$ cat src/rtl/xctcmsg_match_mbox.sv
// Tag-matching receive mailbox: arrival-ordered compacting message store, searched
// by (source, tag) with per-field wildcards; the oldest match is handed to writeback.
module xctcmsg_match_mbox #(
  parameter int DEPTH  = 8,
  parameter int SRC_W  = 32,
  parameter int TAG_W  = 32,
  parameter int DATA_W = 64,
  localparam int CNT_W = $clog2(DEPTH + 1)
) (
  input  logic              clk,
  input  logic              rst_n,
  input  logic              flush,
  output logic              bus_rdy_o,
  input  logic              bus_val_i,
  input  logic [SRC_W-1:0]  bus_src_i,
  input  logic [TAG_W-1:0]  bus_tag_i,
  input  logic [DATA_W-1:0] bus_msg_i,
  input  logic              req_valid_i,
  output logic              req_ready_o,
  input  logic [SRC_W-1:0]  req_src_i,
  input  logic [TAG_W-1:0]  req_tag_i,
  input  logic              req_src_any_i,
  input  logic              req_tag_any_i,
  input  logic [4:0]        req_rd_i,
  output logic              wb_valid_o,
  input  logic              wb_ready_i,
  output logic [4:0]        wb_register_o,
  output logic [DATA_W-1:0] wb_value_o,
  output logic [SRC_W-1:0]  wb_src_o,
  output logic [TAG_W-1:0]  wb_tag_o,
  output logic [CNT_W-1:0]  count_o
);

  localparam int IDX_W = $clog2(DEPTH);

  typedef enum logic [1:0] {IDLE, SEARCH, RESPOND} state_t;

  state_t             state_reg, state_next;
  logic [CNT_W-1:0]   count_reg, count_next;
  logic [SRC_W-1:0]   src_reg  [DEPTH];
  logic [TAG_W-1:0]   tag_reg  [DEPTH];
  logic [DATA_W-1:0]  msg_reg  [DEPTH];
  logic [SRC_W-1:0]   src_next [DEPTH];
  logic [TAG_W-1:0]   tag_next [DEPTH];
  logic [DATA_W-1:0]  msg_next [DEPTH];

  logic [SRC_W-1:0]   rq_src_reg;
  logic [TAG_W-1:0]   rq_tag_reg;
  logic               rq_src_any_reg, rq_tag_any_reg;
  logic [4:0]         rq_rd_reg;

  logic               wb_valid_reg;
  logic [4:0]         wb_register_reg;
  logic [DATA_W-1:0]  wb_value_reg;
  logic [SRC_W-1:0]   wb_src_reg;
  logic [TAG_W-1:0]   wb_tag_reg;

  logic [DEPTH-1:0]   match;
  logic               hit;
  logic [IDX_W-1:0]   hit_idx;
  logic               accept, remove;
  logic [CNT_W-1:0]   ins_idx;

  assign bus_rdy_o   = (count_reg < CNT_W'(DEPTH));
  assign req_ready_o = (state_reg == IDLE);
  assign accept      = bus_val_i && bus_rdy_o;

  // Only the registered store is searched; same-cycle arrivals wait a cycle.
  for (genvar gi = 0; gi < DEPTH; gi++) begin : g_match
    assign match[gi] = (CNT_W'(gi) < count_reg)
                    && (rq_src_any_reg || src_reg[gi] == rq_src_reg)
                    && (rq_tag_any_reg || tag_reg[gi] == rq_tag_reg);
  end

  always_comb begin
    hit     = |match;
    hit_idx = '0;
    for (int i = DEPTH - 1; i >= 0; i--) begin
      if (match[i]) hit_idx = IDX_W'(i);
    end
  end

  always_comb begin
    state_next = state_reg;
    remove     = 1'b0;
    case (state_reg)
      IDLE:    if (req_valid_i) state_next = SEARCH;
      SEARCH:  if (hit) begin
                 state_next = RESPOND;
                 remove     = 1'b1;
               end
      RESPOND: if (wb_ready_i) state_next = IDLE;
      default: state_next = IDLE;
    endcase
    if (flush) begin
      state_next = IDLE;
      remove     = 1'b0;
    end
  end

  // Removal compacts entries above the winner; insert goes after the (shifted) tail.
  always_comb begin
    ins_idx    = remove ? count_reg - CNT_W'(1) : count_reg;
    count_next = count_reg + CNT_W'(accept) - CNT_W'(remove);
    for (int i = 0; i < DEPTH; i++) begin
      int j;
      j = (i < DEPTH - 1) ? i + 1 : i;
      src_next[i] = src_reg[i];
      tag_next[i] = tag_reg[i];
      msg_next[i] = msg_reg[i];
      if (remove && i >= int'(hit_idx)) begin
        src_next[i] = src_reg[j];
        tag_next[i] = tag_reg[j];
        msg_next[i] = msg_reg[j];
      end
      if (accept && i == int'(ins_idx)) begin
        src_next[i] = bus_src_i;
        tag_next[i] = bus_tag_i;
        msg_next[i] = bus_msg_i;
      end
    end
  end

  always_ff @(posedge clk or negedge rst_n) begin
    if (!rst_n) begin
      state_reg <= IDLE;
      count_reg <= '0;
      for (int i = 0; i < DEPTH; i++) begin
        src_reg[i] <= '0;
        tag_reg[i] <= '0;
        msg_reg[i] <= '0;
      end
    end else begin
      state_reg <= state_next;
      count_reg <= count_next;
      src_reg   <= src_next;
      tag_reg   <= tag_next;
      msg_reg   <= msg_next;
    end
  end

  always_ff @(posedge clk or negedge rst_n) begin
    if (!rst_n) begin
      rq_src_reg      <= '0;
      rq_tag_reg      <= '0;
      rq_src_any_reg  <= 1'b0;
      rq_tag_any_reg  <= 1'b0;
      rq_rd_reg       <= '0;
      wb_valid_reg    <= 1'b0;
      wb_register_reg <= '0;
      wb_value_reg    <= '0;
      wb_src_reg      <= '0;
      wb_tag_reg      <= '0;
    end else begin
      if (state_reg == IDLE && req_valid_i && !flush) begin
        rq_src_reg     <= req_src_i;
        rq_tag_reg     <= req_tag_i;
        rq_src_any_reg <= req_src_any_i;
        rq_tag_any_reg <= req_tag_any_i;
        rq_rd_reg      <= req_rd_i;
      end
      wb_valid_reg <= (state_next == RESPOND);
      if (remove) begin
        wb_register_reg <= rq_rd_reg;
        wb_value_reg    <= msg_reg[hit_idx];
        wb_src_reg      <= src_reg[hit_idx];
        wb_tag_reg      <= tag_reg[hit_idx];
      end
    end
  end

  assign wb_valid_o    = wb_valid_reg;
  assign wb_register_o = wb_register_reg;
  assign wb_value_o    = wb_value_reg;
  assign wb_src_o      = wb_src_reg;
  assign wb_tag_o      = wb_tag_reg;
  assign count_o       = count_reg;

endmodule
$ cat config.mk
export PLATFORM = sky130hd
export DESIGN_NAME = xctcmsg_match_mbox
export DESIGN_NICKNAME = d
export VERILOG_FILES = /design/src/rtl/xctcmsg_match_mbox.sv
export SDC_FILE = /design/constraint.sdc
export NUM_CORES = 2
export LEC_CHECK = 0
export ABC_CLOCK_PERIOD_IN_PS = 10500
export BUFFER_PORTS_ARGS = -buffer_cell sky130_fd_sc_hd__clkbuf_2
export CORE_ASPECT_RATIO = 0.75
export CORE_MARGIN = 10
export CORE_UTILIZATION = 50
export DETAILED_ROUTE_END_ITERATION = 16
export PLACE_DENSITY = 0.68
export SYNTH_ARGS = -nofsm -noshare
export SYNTH_HDL_FRONTEND = slang
export SYNTH_SLANG_ARGS = --single-unit
export TNS_END_PERCENT = 1
$ cat constraint.sdc
create_clock -name clk -period 10.5 [get_ports clk]
set_clock_uncertainty 0.15 [all_clocks]
set_input_delay 1.575 -clock clk [delete_from_list [all_inputs] [get_ports clk]]
set_output_delay 1.575 -clock clk [all_outputs]
set_load 0.01 [all_outputs]
==> impl_results.md <==
- Slew HR: 0.184
- Hold worst-path end: wb_register_o[2]
- Psw: 13.2 mW
- Syn_nets: 6375
- Share of the synthesized area in the top cell type: 0.427
- Via-to-Cell Ratio: 6.74
- Largest net degree at the start of global routing: 157
- Required time of the critical path: 11.02 ns
- R2R cell count: 13
- EDFF count, synth: 0
- Share of cells above drive strength 1: 0.445
- Synth area leaders: dfrtp_1, mux2_2, xnor2_1
- Nets: 6367
- Final slew viol count: 0
- Initial Util: 0.505
- Vias in the first global route: 54300
- Pre-CTS setup slack: 3.83 ns
- CTS tree: yes
- Die height: 350 um
- Hold Path Depth: 2
- Max_cap viols: 0
- Main synth FF type: dfrtp_1
- Worst-margin pin slew: 1.22 ns
- Final Core Density: 0.555
- Endpoints failing setup: 0
- Row count: 120
- Final Critical Period: 6.95 ns
- Max FFs per register: 512
- CTS resizes: 0
- Synth warn: 0
- 1st-pass router iterations: 6
- Post-CTS setup buffers: 0
- I/O pins: 345
- Post-DP HPWL: 156000 um
- Total Wirelength: 269000 um
- Clk network pwr share: 0.163
- Area growth from synthesis to layout: 9.85%
- Mapped Cells: 6157
- Yosys reg bits: 1235
- R2R Path Start: rq_src_reg[22]
- Reg power frac: 0.326
- Final Cycle Share: 0.662
- CP arrival: 7.47 ns
- First-pass GRT wire length: 391000 um
- Clk buf depth: 3
- Combinational share of power: 0.510
- Initial antenna violation count: 40
- RD Place Congestion: 0.986
- Final ANT Viol Nets: 0
- Synth Cell Area: 72500 um^2
- Crit-path max FO: 87
- Chip width: 460 um
- Die area: 161000 um^2
- Core Area: 143000 um^2
- Sw Ratio: 0.446
- Power per standard cell area: 371 nW/um^2
- Final hold viol count: 0
- Fillers: 12100
- Sequential area share after synthesis: 0.427
- Reg2reg setup slack: 3.55 ns
- Hold Path Class: flip-flop to flip-flop
- DRC: 0
- Leakage: 33.1 nW
- Clock latency on the worst-skew pair: 0.82 ns
- Asr flop ratio synth: 1.00
- Reg clk slew, reported paths: 0.06 ns
- Post-synth top area cell: dfrtp_1
- Root buf cell: clkbuf_16
- DR WL/cell: 33.0 um
- Internal: 16.3 mW
- CP Class: flip-flop to flip-flop
- Status: finished, final reports clean
- Most frequent cells after synthesis: mux2_2, dfrtp_1, xnor2_1, o21ai_0, clkbuf_1
- H-tree Lvls: 4
- Placed cell area: 75200 um^2
- CP Launch Type: flip-flop
- CTS Sinks: 1235
- HP Start: rq_rd_reg[2]
- Syn avg cell area: 11.8 um^2
- Via Count: 55100
- Number of hold buffers added after cts: 0
- Gr usage total: 0.324
- Unrepaired setup endpoints after global routing: false
- Library cells used by synthesis: 60
- Crit path capture type: flip-flop
- Peak VDD IR: 0.443 mV
- GR Overflow Total: 0
- # port buffers: 344
- Setup ws final: 3.55 ns
- 1st-iter DRT viols: 6845
- Post-Route Setup TNS: 0 ns
- Num CTS Buffers: 133
- Dpl cells: 7905
- Top-count cell post-synth: mux2_2
- Final Cell Area: 79600 um^2
- Non-Filler Instances: 8165
- Peak Freq: 144 MHz
- End of the worst register-to-register path: msg_reg[39]
[critical path, stage by stage (launching register included)]
cell       delay [ns]
dfrtp_1          0.52
xnor2_1          0.69
nand4_1          0.21
nor4_1           0.83
a41o_1           0.43
nand3_1          0.21
and4_4           0.28
a21o_4           0.26
buf_4            0.36
nor4_1           0.83
a2bb2oi_4        0.19
buf_12           0.60
buf_4            0.74
mux2_2           0.41
[per-stage QoR]
step / total power [mW] / hold WS (ns)
2_1_floorplan: 18.7 / 0.285
3_3_place_gp: 23.8 / 0.296
3_5_place_dp: 24.2 / 0.300
4_1_cts: 29.0 / 0.317
5_1_grt: 30.6 / 0.348
6_report: 29.5 / 0.314
[cell usage in the layout (no fill, tap or decap), types with 21 or more instances in the layout]
master	instances
mux2_2	1868
dfrtp_1	1235
nand4_1	112
xnor2_1	434
a21oi_1	119
nand3_1	259
o21ai_0	386
a21boi_0	128
clkbuf_2	343
clkbuf_1	31
xor2_1	81
a21o_1	24
a221oi_1	24
a22oi_1	24
mux2_4	120
clkinv_2	21
a31o_2	128
nor4_1	49
nand2_1	151
a2bb2oi_1	104
buf_12	24
diode_2	23
clkbuf_8	30
clkbuf_16	134
a31oi_1	128
buf_4	60
a221o_1	104
[power by group through the flow]
stage / clock network (mW) / registers [mW] / logic [mW]
after global placement: 0 / 9.45 / 14.4
after global routing: 5.05 / 9.87 / 15.7
after floorplan: 0 / 8.50 / 10.2
after CTS: 4.86 / 9.49 / 14.7
after detailed placement: 0 / 9.56 / 14.6
final: 4.83 / 9.63 / 15.1
[area by class of cell]
cell class | count | area [um^2] | share of cell area
multi-input combinational | 4342 | 39200 | 0.493
sequential | 1235 | 30900 | 0.388
clock buffer | 195 | 3880 | 0.0488
timing repair buffer | 427 | 2650 | 0.0333
tap | 1891 | 2370 | 0.0297
clock inverter | 42 | 489 | 0.00615
antenna | 23 | 57.6 | 0.000723
inverter | 10 | 37.5 | 0.000472
[metal layers]
layer,GRT usage,part of all wire,up-vias
met2,0.478,0.44,3166
met3,0.0918,0.11,666
met1,0.439,0.41,28400
met5,0,0.00058,-
met4,0.150,0.045,26
li1,-,-,22800
[worst max path at each step]
stage	end	cells past startpoint	start	slack [ns]
global placement	msg_reg[57]	14	rq_tag_reg[22]	3.86
floorplan	msg_reg[192]	9	flush	6.75
CTS	msg_reg[39]	14	rq_tag_reg[22]	3.78
detailed placement	msg_reg[56]	13	rq_src_reg[22]	3.83
finish	msg_reg[39]	13	rq_src_reg[22]	3.55
global route	msg_reg[56]	13	rq_tag_reg[3]	3.48
[cell families (layout without fill, tap and decap cells)]
family	count (synthesis)	after routing	share of synthesized area
mux	1994	1994	0.316
simple gates	611	611	0.0428
compound gates	1209	1209	0.114
flops	1235	1235	0.427
other cells	0	23	0
fa+ha+maj	13	13	0.00235
xor+xnor	515	515	0.0622
buf+inv	580	674	0.0364
No activity file was read; power rests on OpenSTA's default activity.
